`config.mk`:
```
export PLATFORM = sky130hd
export DESIGN_NAME = sl_transmitter
export DESIGN_NICKNAME = d
export VERILOG_FILES = /design/src/rtl/sl_transmitter.sv
export SDC_FILE = /design/constraint.sdc
export NUM_CORES = 1
export LEC_CHECK = 0
export ABC_AREA = 1
export CAP_MARGIN = 20
export CORE_UTILIZATION = 40
export CTS_BUF_LIST = sky130_fd_sc_hd__clkbuf_2
export DETAILED_ROUTE_END_ITERATION = 6
export DONT_BUFFER_PORTS = 1
export PLACE_DENSITY_LB_ADDON = 0.15
export SYNTH_ARGS = -nofsm -noshare
export SYNTH_HDL_FRONTEND = slang
export SYNTH_SLANG_ARGS = --single-unit
```
`constraint.sdc`:
```
create_clock -name clk -period 3 [get_ports clk]
set_input_delay 0.3 -clock clk [delete_from_list [all_inputs] [get_ports clk]]
set_output_delay 0.3 -clock clk [all_outputs]
set_load 0.1 [all_outputs]
```
`src/rtl/sl_transmitter.sv`:
```
// ---------------------------------------------------------------------------
// sl_transmitter -- transmit end of the two-wire SL serial link.
//
// Sends a parallel word of BQ bits (8..32, even) LSB first, followed by an
// odd-parity symbol and a stop symbol. Each symbol is an active-low phase of
// LOW_CYCLES clocks followed by HIGH_CYCLES clocks with both lines high.
//   data 1 : zeroes=1, ones=0
//   data 0 : zeroes=0, ones=1
//   stop   : zeroes=0, ones=0
//   idle   : both high
//
// Optional feature macro: SL_TX_DOUBLE_BUFFER_EN
//   When defined, a second word can be queued while a frame is in flight
//   (provided TBF=0); the FSM then chains straight from STOP_HIGH into LOAD.
//
// Ports:
//   clk                 system clock
//   rst                 asynchronous active-high reset
//   tx_data_w[31:0]     word to send (bits at and above BQ ignored)
//   tx_start            send request
//   wr_config_w[15:0]   new config value
//   wr_enable           config write strobe
//   serial_line_zeroes  SL zeroes line (registered)
//   serial_line_ones    SL ones line (registered)
//   r_config_w[15:0]    config: [0] PCE, [6:1] BQ, [7] MODE, [8] IRQM
//   status_w[15:0]      status: [0] TBF, [1] WTP, [3] WTF
//   data_status_changed one-cycle pulse at frame start and frame end
// ---------------------------------------------------------------------------
module sl_transmitter #(
    parameter int LOW_CYCLES  = 16,
    parameter int HIGH_CYCLES = 16
) (
    input  logic        clk,
    input  logic        rst,
    input  logic [31:0] tx_data_w,
    input  logic        tx_start,
    input  logic [15:0] wr_config_w,
    input  logic        wr_enable,
    output logic        serial_line_zeroes,
    output logic        serial_line_ones,
    output logic [15:0] r_config_w,
    output logic [15:0] status_w,
    output logic        data_status_changed
);

    typedef enum logic [2:0] {
        IDLE,
        LOAD,
        SYM_LOW,
        SYM_HIGH,
        STOP_LOW,
        STOP_HIGH
    } state_t;

    localparam logic [5:0] LOW_LAST  = 6'(LOW_CYCLES - 1);
    localparam logic [5:0] HIGH_LAST = 6'(HIGH_CYCLES - 1);

    state_t      r_state;
    logic [5:0]  r_cyc;
    logic [5:0]  r_bit;
    logic [31:0] r_hold;      // accepted word, masked to BQ bits
    logic        r_hold_par;
    logic [31:0] r_shift;     // word being sent, current bit at [0]
    logic        r_par;
    logic [15:0] r_cfg;
    logic        r_tbf;
    logic        r_wtp;
    logic        r_wtf;
    logic        r_dsc;
    logic        r_zeroes;
    logic        r_ones;

    logic [5:0]  w_new_bq;
    logic        w_cfg_ok;
    logic [5:0]  w_bq_eff;
    logic [5:0]  w_bq;
    logic [31:0] w_mask;
    logic [31:0] w_masked;
    logic        w_par;
    logic [5:0]  w_bit_nxt;
    logic        w_cap;

    // Config writes only land while idle and only for an even BQ in 8..32.
    assign w_new_bq = wr_config_w[6:1];
    assign w_cfg_ok = wr_enable && (r_state == IDLE) && !w_new_bq[0]
                      && (w_new_bq >= 6'd8) && (w_new_bq <= 6'd32);

    // A word started in the same cycle as a config write uses the new BQ.
    assign w_bq_eff = w_cfg_ok ? w_new_bq : r_cfg[6:1];
    assign w_bq     = r_cfg[6:1];

    always_comb begin
        w_mask = '0;
        for (int i = 0; i < 32; i++) begin
            w_mask[i] = (6'(i) < w_bq_eff);
        end
    end

    assign w_masked  = tx_data_w & w_mask;
    // Odd parity: set when the data holds an even number of ones.
    assign w_par     = ~(^w_masked);
    assign w_bit_nxt = r_bit + 6'd1;

`ifdef SL_TX_DOUBLE_BUFFER_EN
    // Queue a second word while a frame is running and the holding slot is free.
    assign w_cap = tx_start && !r_tbf && (r_state != IDLE) && (r_state != LOAD);
`else
    assign w_cap = 1'b0;
`endif

    always_ff @(posedge clk or posedge rst) begin
        if (rst) begin
            r_state    <= IDLE;
            r_cyc      <= '0;
            r_bit      <= '0;
            r_hold     <= '0;
            r_hold_par <= 1'b0;
            r_shift    <= '0;
            r_par      <= 1'b0;
            r_cfg      <= 16'h0010;
            r_tbf      <= 1'b0;
            r_wtp      <= 1'b0;
            r_wtf      <= 1'b0;
            r_dsc      <= 1'b0;
            r_zeroes   <= 1'b1;
            r_ones     <= 1'b1;
        end else begin
            r_dsc <= 1'b0;
            if (w_cfg_ok) begin
                r_cfg <= wr_config_w;
            end
            if (w_cap) begin
                r_hold     <= w_masked;
                r_hold_par <= w_par;
                r_tbf      <= 1'b1;
            end

            case (r_state)
                IDLE: begin
                    r_zeroes <= 1'b1;
                    r_ones   <= 1'b1;
                    if (tx_start) begin
                        r_hold     <= w_masked;
                        r_hold_par <= w_par;
                        r_tbf      <= 1'b1;
                        r_state    <= LOAD;
                    end
                end

                LOAD: begin
                    r_tbf    <= 1'b0;
                    r_wtp    <= 1'b1;
                    r_wtf    <= 1'b0;
                    r_dsc    <= 1'b1;
                    r_bit    <= '0;
                    r_cyc    <= '0;
                    r_shift  <= r_hold;
                    r_par    <= r_hold_par;
                    // BQ >= 8, so the first symbol is always a data bit.
                    r_zeroes <= r_hold[0];
                    r_ones   <= ~r_hold[0];
                    r_state  <= SYM_LOW;
                end

                SYM_LOW: begin
                    if (r_cyc == LOW_LAST) begin
                        r_cyc    <= '0;
                        r_zeroes <= 1'b1;
                        r_ones   <= 1'b1;
                        r_state  <= SYM_HIGH;
                    end else begin
                        r_cyc <= r_cyc + 6'd1;
                    end
                end

                SYM_HIGH: begin
                    if (r_cyc == HIGH_LAST) begin
                        r_cyc   <= '0;
                        r_bit   <= w_bit_nxt;
                        r_shift <= r_shift >> 1;
                        if (w_bit_nxt == w_bq + 6'd1) begin
                            r_zeroes <= 1'b0;
                            r_ones   <= 1'b0;
                            r_state  <= STOP_LOW;
                        end else if (w_bit_nxt == w_bq) begin
                            r_zeroes <= r_par;
                            r_ones   <= ~r_par;
                            r_state  <= SYM_LOW;
                        end else begin
                            // r_shift[1] becomes the current bit after this shift.
                            r_zeroes <= r_shift[1];
                            r_ones   <= ~r_shift[1];
                            r_state  <= SYM_LOW;
                        end
                    end else begin
                        r_cyc <= r_cyc + 6'd1;
                    end
                end

                STOP_LOW: begin
                    if (r_cyc == LOW_LAST) begin
                        r_cyc    <= '0;
                        r_zeroes <= 1'b1;
                        r_ones   <= 1'b1;
                        r_state  <= STOP_HIGH;
                    end else begin
                        r_cyc <= r_cyc + 6'd1;
                    end
                end

                STOP_HIGH: begin
                    if (r_cyc == HIGH_LAST) begin
                        r_cyc <= '0;
                        r_wtp <= 1'b0;
                        r_wtf <= 1'b1;
                        r_dsc <= 1'b1;
                        // A queued word (including one captured this very
                        // cycle) chains directly into LOAD.
                        if (r_tbf || w_cap) begin
                            r_state <= LOAD;
                        end else begin
                            r_state <= IDLE;
                        end
                    end else begin
                        r_cyc <= r_cyc + 6'd1;
                    end
                end

                default: begin
                    r_zeroes <= 1'b1;
                    r_ones   <= 1'b1;
                    r_state  <= IDLE;
                end
            endcase
        end
    end

    assign serial_line_zeroes  = r_zeroes;
    assign serial_line_ones    = r_ones;
    assign r_config_w          = r_cfg;
    assign status_w            = {12'h000, r_wtf, 1'b0, r_wtp, r_tbf};
    assign data_status_changed = r_dsc;

endmodule

```
==> Yosys cells after proc, flatten, opt, wreduce, memory -nomap -nowiden <==
Index checks and enable logic that the tools add are counted.
{ "op_classes": {"n_addsub": 3, "n_lt_le_gt_ge": 34, "eq_ne": 14, "muxes": 31, "bitwise": 6, "reduce_logical": 19} }
{ "ops": {"columns": ["op", "count"], "rows": [
  ["$lt A5 B6 Y1 const A", 16],
  ["$pmux W32 S2", 1],
  ["$lt A4 B6 Y1 const A", 8],
  ["$and A32 B32 Y32", 1],
  ["$mux W32", 1],
  ["$reduce_xor A32 Y1", 1],
  ["$lt A3 B6 Y1 const A", 4],
  ["$pmux W6 S2", 2],
  ["$add A6 B1 Y6 const B", 3],
  ["$mux W3", 6],
  ["$mux W6", 3],
  ["$pmux W3 S6", 1],
  ["$eq A6 B6 Y1", 2],
  ["$lt A1 B6 Y1 const A", 2],
  ["$lt A2 B6 Y1 const A", 2],
  ["$mux W1", 11],
  ["$ne A2 B2 Y1 const B", 5],
  ["$pmux W1 S2", 4],
  ["$pmux W1 S4", 2],
  ["$reduce_and A2 Y1", 4],
  ["$reduce_bool A2 Y1", 4],
  ["$eq A3 B2 Y1 const B", 2],
  ["$eq A3 B3 Y1 const B", 2],
  ["$eq A6 B4 Y1 const B", 1],
  ["12 further kinds", 19]
]} }
{ "word_totals": {"regBits": 103, "input_bits": 52, "out_inout_bits": 35, "word_cells": 121} }

==> Longest topological paths before layout <==
{ "logic_depth": {"word_depth": 10, "mapped_depth": 25, "depth_no_buf": 24} }

==> Worst setup path after synthesis <==
OpenSTA, ideal clock, no wires.
{ "synth_path": {"kind": "register -> register", "start": "register r_cfg[5], in the netlist r_config_w[5]", "end": "register r_hold_par", "setup_time_ps": 117, "arrival_time_ps": 2385, "t_required_ps": 2883, "path_slack_ps": 498, "stages_incl_launch_ff": 18, "n_path_buf": 0, "synth_period_minus_slack_ps": 2502, "cell_sequence": "dfrtp_1 -> inv_1 -> nand2_2 -> nand2_4 -> nor2_4 -> nand3_1 -> nand3_1 -> nand2_1 -> o21ai_1 -> nand2_1 -> nand2_1 -> nand2_1 -> nand2_1 -> nand2_1 -> nand2_1 -> nand2_1 -> nand3_1 -> nand2_1"} }
{ "synth_via": {"elab_chain_cells": 5, "elab_cells_between_ends": 36, "classes_between": "order compare (32); mux (1); bitwise (2); reduce/logical (1)"} }
{ "synth_lines": {"columns": ["element", "line_no", "rtl"], "rows": [
  ["start: declaration", "65", "logic [15:0] r_cfg;"],
  ["start signal: assignment", "130", "r_cfg <= wr_config_w;"],
  ["$mux W6 (*)", "89", "assign w_bq_eff = w_cfg_ok ? w_new_bq : r_cfg[6:1];"],
  ["$lt A1 B6 Y1 (tied with other cells)", "95", "w_mask[i] = (6'(i) < w_bq_eff);"],
  ["$and A32 B32 Y32 (*)", "99", "assign w_masked = tx_data_w & w_mask;"],
  ["$reduce_xor A32 Y1 (*)", "101", "assign w_par = ~(^w_masked);"],
  ["$not A1 Y1 (*)", "101", null],
  ["end signal: assignment", "134", "r_hold_par <= w_par;"],
  ["end signal: assignment", "144", "r_hold_par <= w_par;"],
  ["end: declaration", "62", "logic r_hold_par;"]
]} }
Mark *: on every way between the ends. The rest lies on a longest branch, timed or not.
A chain may end at the register's enable or synchronous reset.

==> Worst setup path in the final report <==
{ "layout_path": {"start": "register r_state[1]", "end": "register r_hold_par"} }
{ "layout_via": {"elab_chain_cells": 10, "elab_cells_between_ends": 42, "classes_between": "order compare (32); mux (1); bitwise (2); reduce/logical (7)"} }
{ "layout_lines": {"columns": ["element", "line_no", "rtl"], "rows": [
  ["start: declaration", "58", "state_t r_state;"],
  ["start signal: assignment", "113", "r_state <= IDLE;"],
  ["start signal: assignment", "146", "r_state <= LOAD;"],
  ["start signal: assignment", "162", "r_state <= SYM_LOW;"],
  ["$logic_not A3 Y1 (*)", "85, 138", null],
  ["$logic_and A1 B1 Y1 (2 in a row)", "85", "assign w_cfg_ok = wr_enable && (r_state == IDLE) && !w_new_bq[0]"],
  ["$logic_and A1 B1 Y1 (2 in a row)", "86", "&& (w_new_bq >= 6'd8) && (w_new_bq <= 6'd32);"],
  ["$mux W6", "89", null],
  ["$lt A1 B6 Y1 (tied with other cells)", "95", null],
  ["$and A32 B32 Y32", "99", null],
  ["$reduce_xor A32 Y1", "101", null],
  ["$not A1 Y1", "101", null]
]} }
Marks and branches as above.

==> metrics <==
die area=15730 sq um; # H-tree levels=3; Leak=between 3 and 4 nW; Detailed Route WL=approximately 15 mm; EDFF count, synth=0; measured slew at the worst slew-check pin=just under 1000 ps; Max Transition Viols Final=0; crit path DAT=3310 ps; Finished Core Util=between 40% and 50%; failing checks=DRC; Die Y=125.4 um; Rows=44; FILL cells=around 1.5k; Synth Flop Type=dfrtp_1; DIE WIDTH=125.4 um; multi-input logic area=3017 sq um; total CTS buffers=9; clk slew on worst S/H paths=290 ps; Final Setup Violations=0; PwrDens=approximately 310 nW/um^2; Worst path top cell family by delay=simple AND/OR/NAND/NOR gates; Port-buffer cells=0; Crit path required time=3590 ps; Hold Path Class=input pin to asynchronous set/reset pin; sequential cell area fraction in the yosys report=41.96%; Synth Register Bits=102; area leader, netlist=dfrtp_1; YS warnings=0; area share of the largest cell type after synthesis=40.67%; Post-CTS Setup Inserts=0; CP max stage cell=dfrtp_2; routed vias=5477; internal power=~1.6 mW; area of the core=14700 sq um; Post-Route Skew=approximately 53 ps; crit-path max FO=13; Reg area=2557 sq um; Tcrit/Tclk final=90.70%; Max clock buf depth=2; Fmax=367.5 MHz; DP Cell Count=998; Syn Area/Cell=7.375 sq um; Final nets=935; Post-Synthesis Cell Area=6092 sq um; buffers plus inverters on the worst setup path=1; Max stage delay on crit path=510 ps; maximum VDD drop=around 0.26 mV; Routed WL per cell=14.49 um; Tmin final=2721 ps; sinks on the clock net=102; CTS tree=built; ranking of synthesized cells by area=dfrtp_1 (41%), nand2_1 (16%), nand3_1 (6.5%); final hold violation count=0; Slew headroom=34.43%; Clock power frac=about a quarter; Initial Utilization=between 40% and 50%; MaxCap Viol Count=0; DRC=8; worst skew pair latency=660 ps; pin count of the biggest net entering global routing=71; Reg power frac=64.9%; Comb pwr share=9.0%; Synth top cells by count=nand2_1 (267), dfrtp_1 (99), inv_1 (88); 1st-iter DRT viols=277; crit-path cells=nor2_4 -> nand3_2 -> nor2_4 -> nand2_2 -> nand2_1 -> nand2_2 -> nor2_2 -> nand3_1 -> inv_1 -> nor2_1 -> nand2_1 -> nand2_1 -> nand2_1 -> nand3_1 -> nand2_1 -> nand3_1 -> nand2_1 -> nand2_1 -> nand3_1 -> nand2_1; Cells after Synth=826; crit path kind=register to register; diode count=0; global-route wire length before repair=26.73 mm; initial antenna violation count=0; layout overhead on the synthesized area=13.90%; GRT Util Overall=21.42%; Psw=609.9 uW; outcome=finished with violations; Distinct cells, synth=39; gpl congestion=0.8667; 1st-pass router iterations=7; layout cells sized above 1=10.40%; Ports=87; count leader, synth=nand2_1; antenna-violating nets left=0; ys async rst share=100.0%; Final Non-Filler Cells=1069; total gr overflow=0; Worst setup SP type=register; DR vias/cell=between 5 and 6; CP endpoint kind=register; root buffer cell=clkbuf_2; vias in the first global route=5451; sw frac=27.91%; Post-DP HPWL=10.97 mm; CP most frequent cell=nand2_1
-- per-stage QoR --
step / setup WS, ps / TNS, ps / cell area (sq um) / power (mW) / hold slack (ps)
3_3_place_gp: 363.7 / 0 / 6294 / 1.582 / 274.0
2_1_floorplan: 29.48 / 0 / 6137 / 1.572 / 437.7
3_5_place_dp: 297.4 / 0 / 6294 / 1.583 / 275.1
5_1_grt: -14.65 / -14.65 / 6939 / 2.299 / 99.77
6_report: 279.0 / 0 / 6939 / 2.185 / 136.6
4_1_cts: 226.8 / 0 / 6917 / 2.220 / 112.4
-- worst register-to-register path, cell delays in order (launching register included) --
cell and delay, ps:
dfrtp_2 510, nor2_4 150, nand3_2 110, nor2_4 130
nand2_2 170, nand2_1 120, nand2_2 160, nor2_2 250
nand3_1 180, inv_1 100, nor2_1 40, nand2_1 60
nand2_1 70, nand2_1 90, nand3_1 80, nand2_1 120
nand3_1 80, nand2_1 70, nand2_1 50, nand3_1 70
nand2_1 50
-- kinds of logic (layout without fill, tap and decap cells) --
kind of cell	Yosys count	count (layout)	synth area share (%)
compound gates	125	125	11.89
xor+xnor	13	13	1.869
fa+ha+maj	3	3	0.6162
buf+inv	138	184	9.735
flops	102	102	41.96
mux	10	10	1.848
other cells	1	13	0.06156
simple gates	434	435	32.02
-- final timing paths --
check,from,endpoint,slack [ps],cells after the start
max,r_state[1]$_DFFE_PP0P_,r_hold_par$_DFFE_PP0P_,280,20
min reg2reg,r_hold[31]$_DFFE_PP0P_,r_shift[31]$_DFFE_PP0P_,510,2
min,rst,r_shift[13]$_DFFE_PP0P_,140,2
min in group clk,wr_config_w[4],r_hold[0]$_DFFE_PP0P_,200,6
max reg2reg,r_state[1]$_DFFE_PP0P_,r_hold_par$_DFFE_PP0P_,280,20
max in group asynchronous,rst,r_config_w[4]$_DFFE_PP1N_,2090,3
-- timing repair --
action	CTS	global route
hold buffers	54	0
setup endpoints to repair	0	1
gates resized for setup	0	5
hold endpoints to repair	134	0
-- registers in the layout (all words and copies together), names as in the netlist --
| register | count |
|---|---|
| r_hold | 32 |
| r_shift | 31 |
| r_config_w | 16 |
| r_bit | 6 |
| r_cyc | 6 |
| r_state | 3 |
| data_status_changed | 1 |
| r_hold_par | 1 |
| r_par | 1 |
| r_tbf | 1 |
| r_wtf | 1 |
| r_wtp | 1 |
| serial_line_ones | 1 |
| serial_line_zeroes | 1 |
-- power groups by stage --
stage	clock network (mW)	registers [mW]	logic, mW
floorplan	0	1.44	0.135
global placement	0	1.44	0.141
detailed placement	0	1.44	0.143
CTS	0.602	1.42	0.199
global route	0.659	1.42	0.216
finish	0.570	1.42	0.197
-- placed cells by master, fill, tap and decap left out, types with 30 or more instances in the layout --
cell type,n
dfrtp_1,98
dlygate4sd3_1,54
o211ai_1,30
inv_1,87
o21ai_0,75
nand2_1,266
nand3_1,79
nor2_1,34
-- layer usage --
metal  vias up  track usage [%]  wire [um]
li1       2759                -          -
met1      2561            27.32       7112
met2       138            35.29       7227
met3        19            6.076        928
met4         0            6.313        220
met5         -                0          0
-- layout make-up --
type                       instances  area share (%)
clock inverter                     5          0.3967
clock buffer                      11          0.7934
timing repair buffer              69           9.773
tap                              184           3.318
sequential                       102           36.86
inverter                          99           5.391
multi-input combinational        599           43.47
No activity file was read; power rests on OpenSTA's default activity.
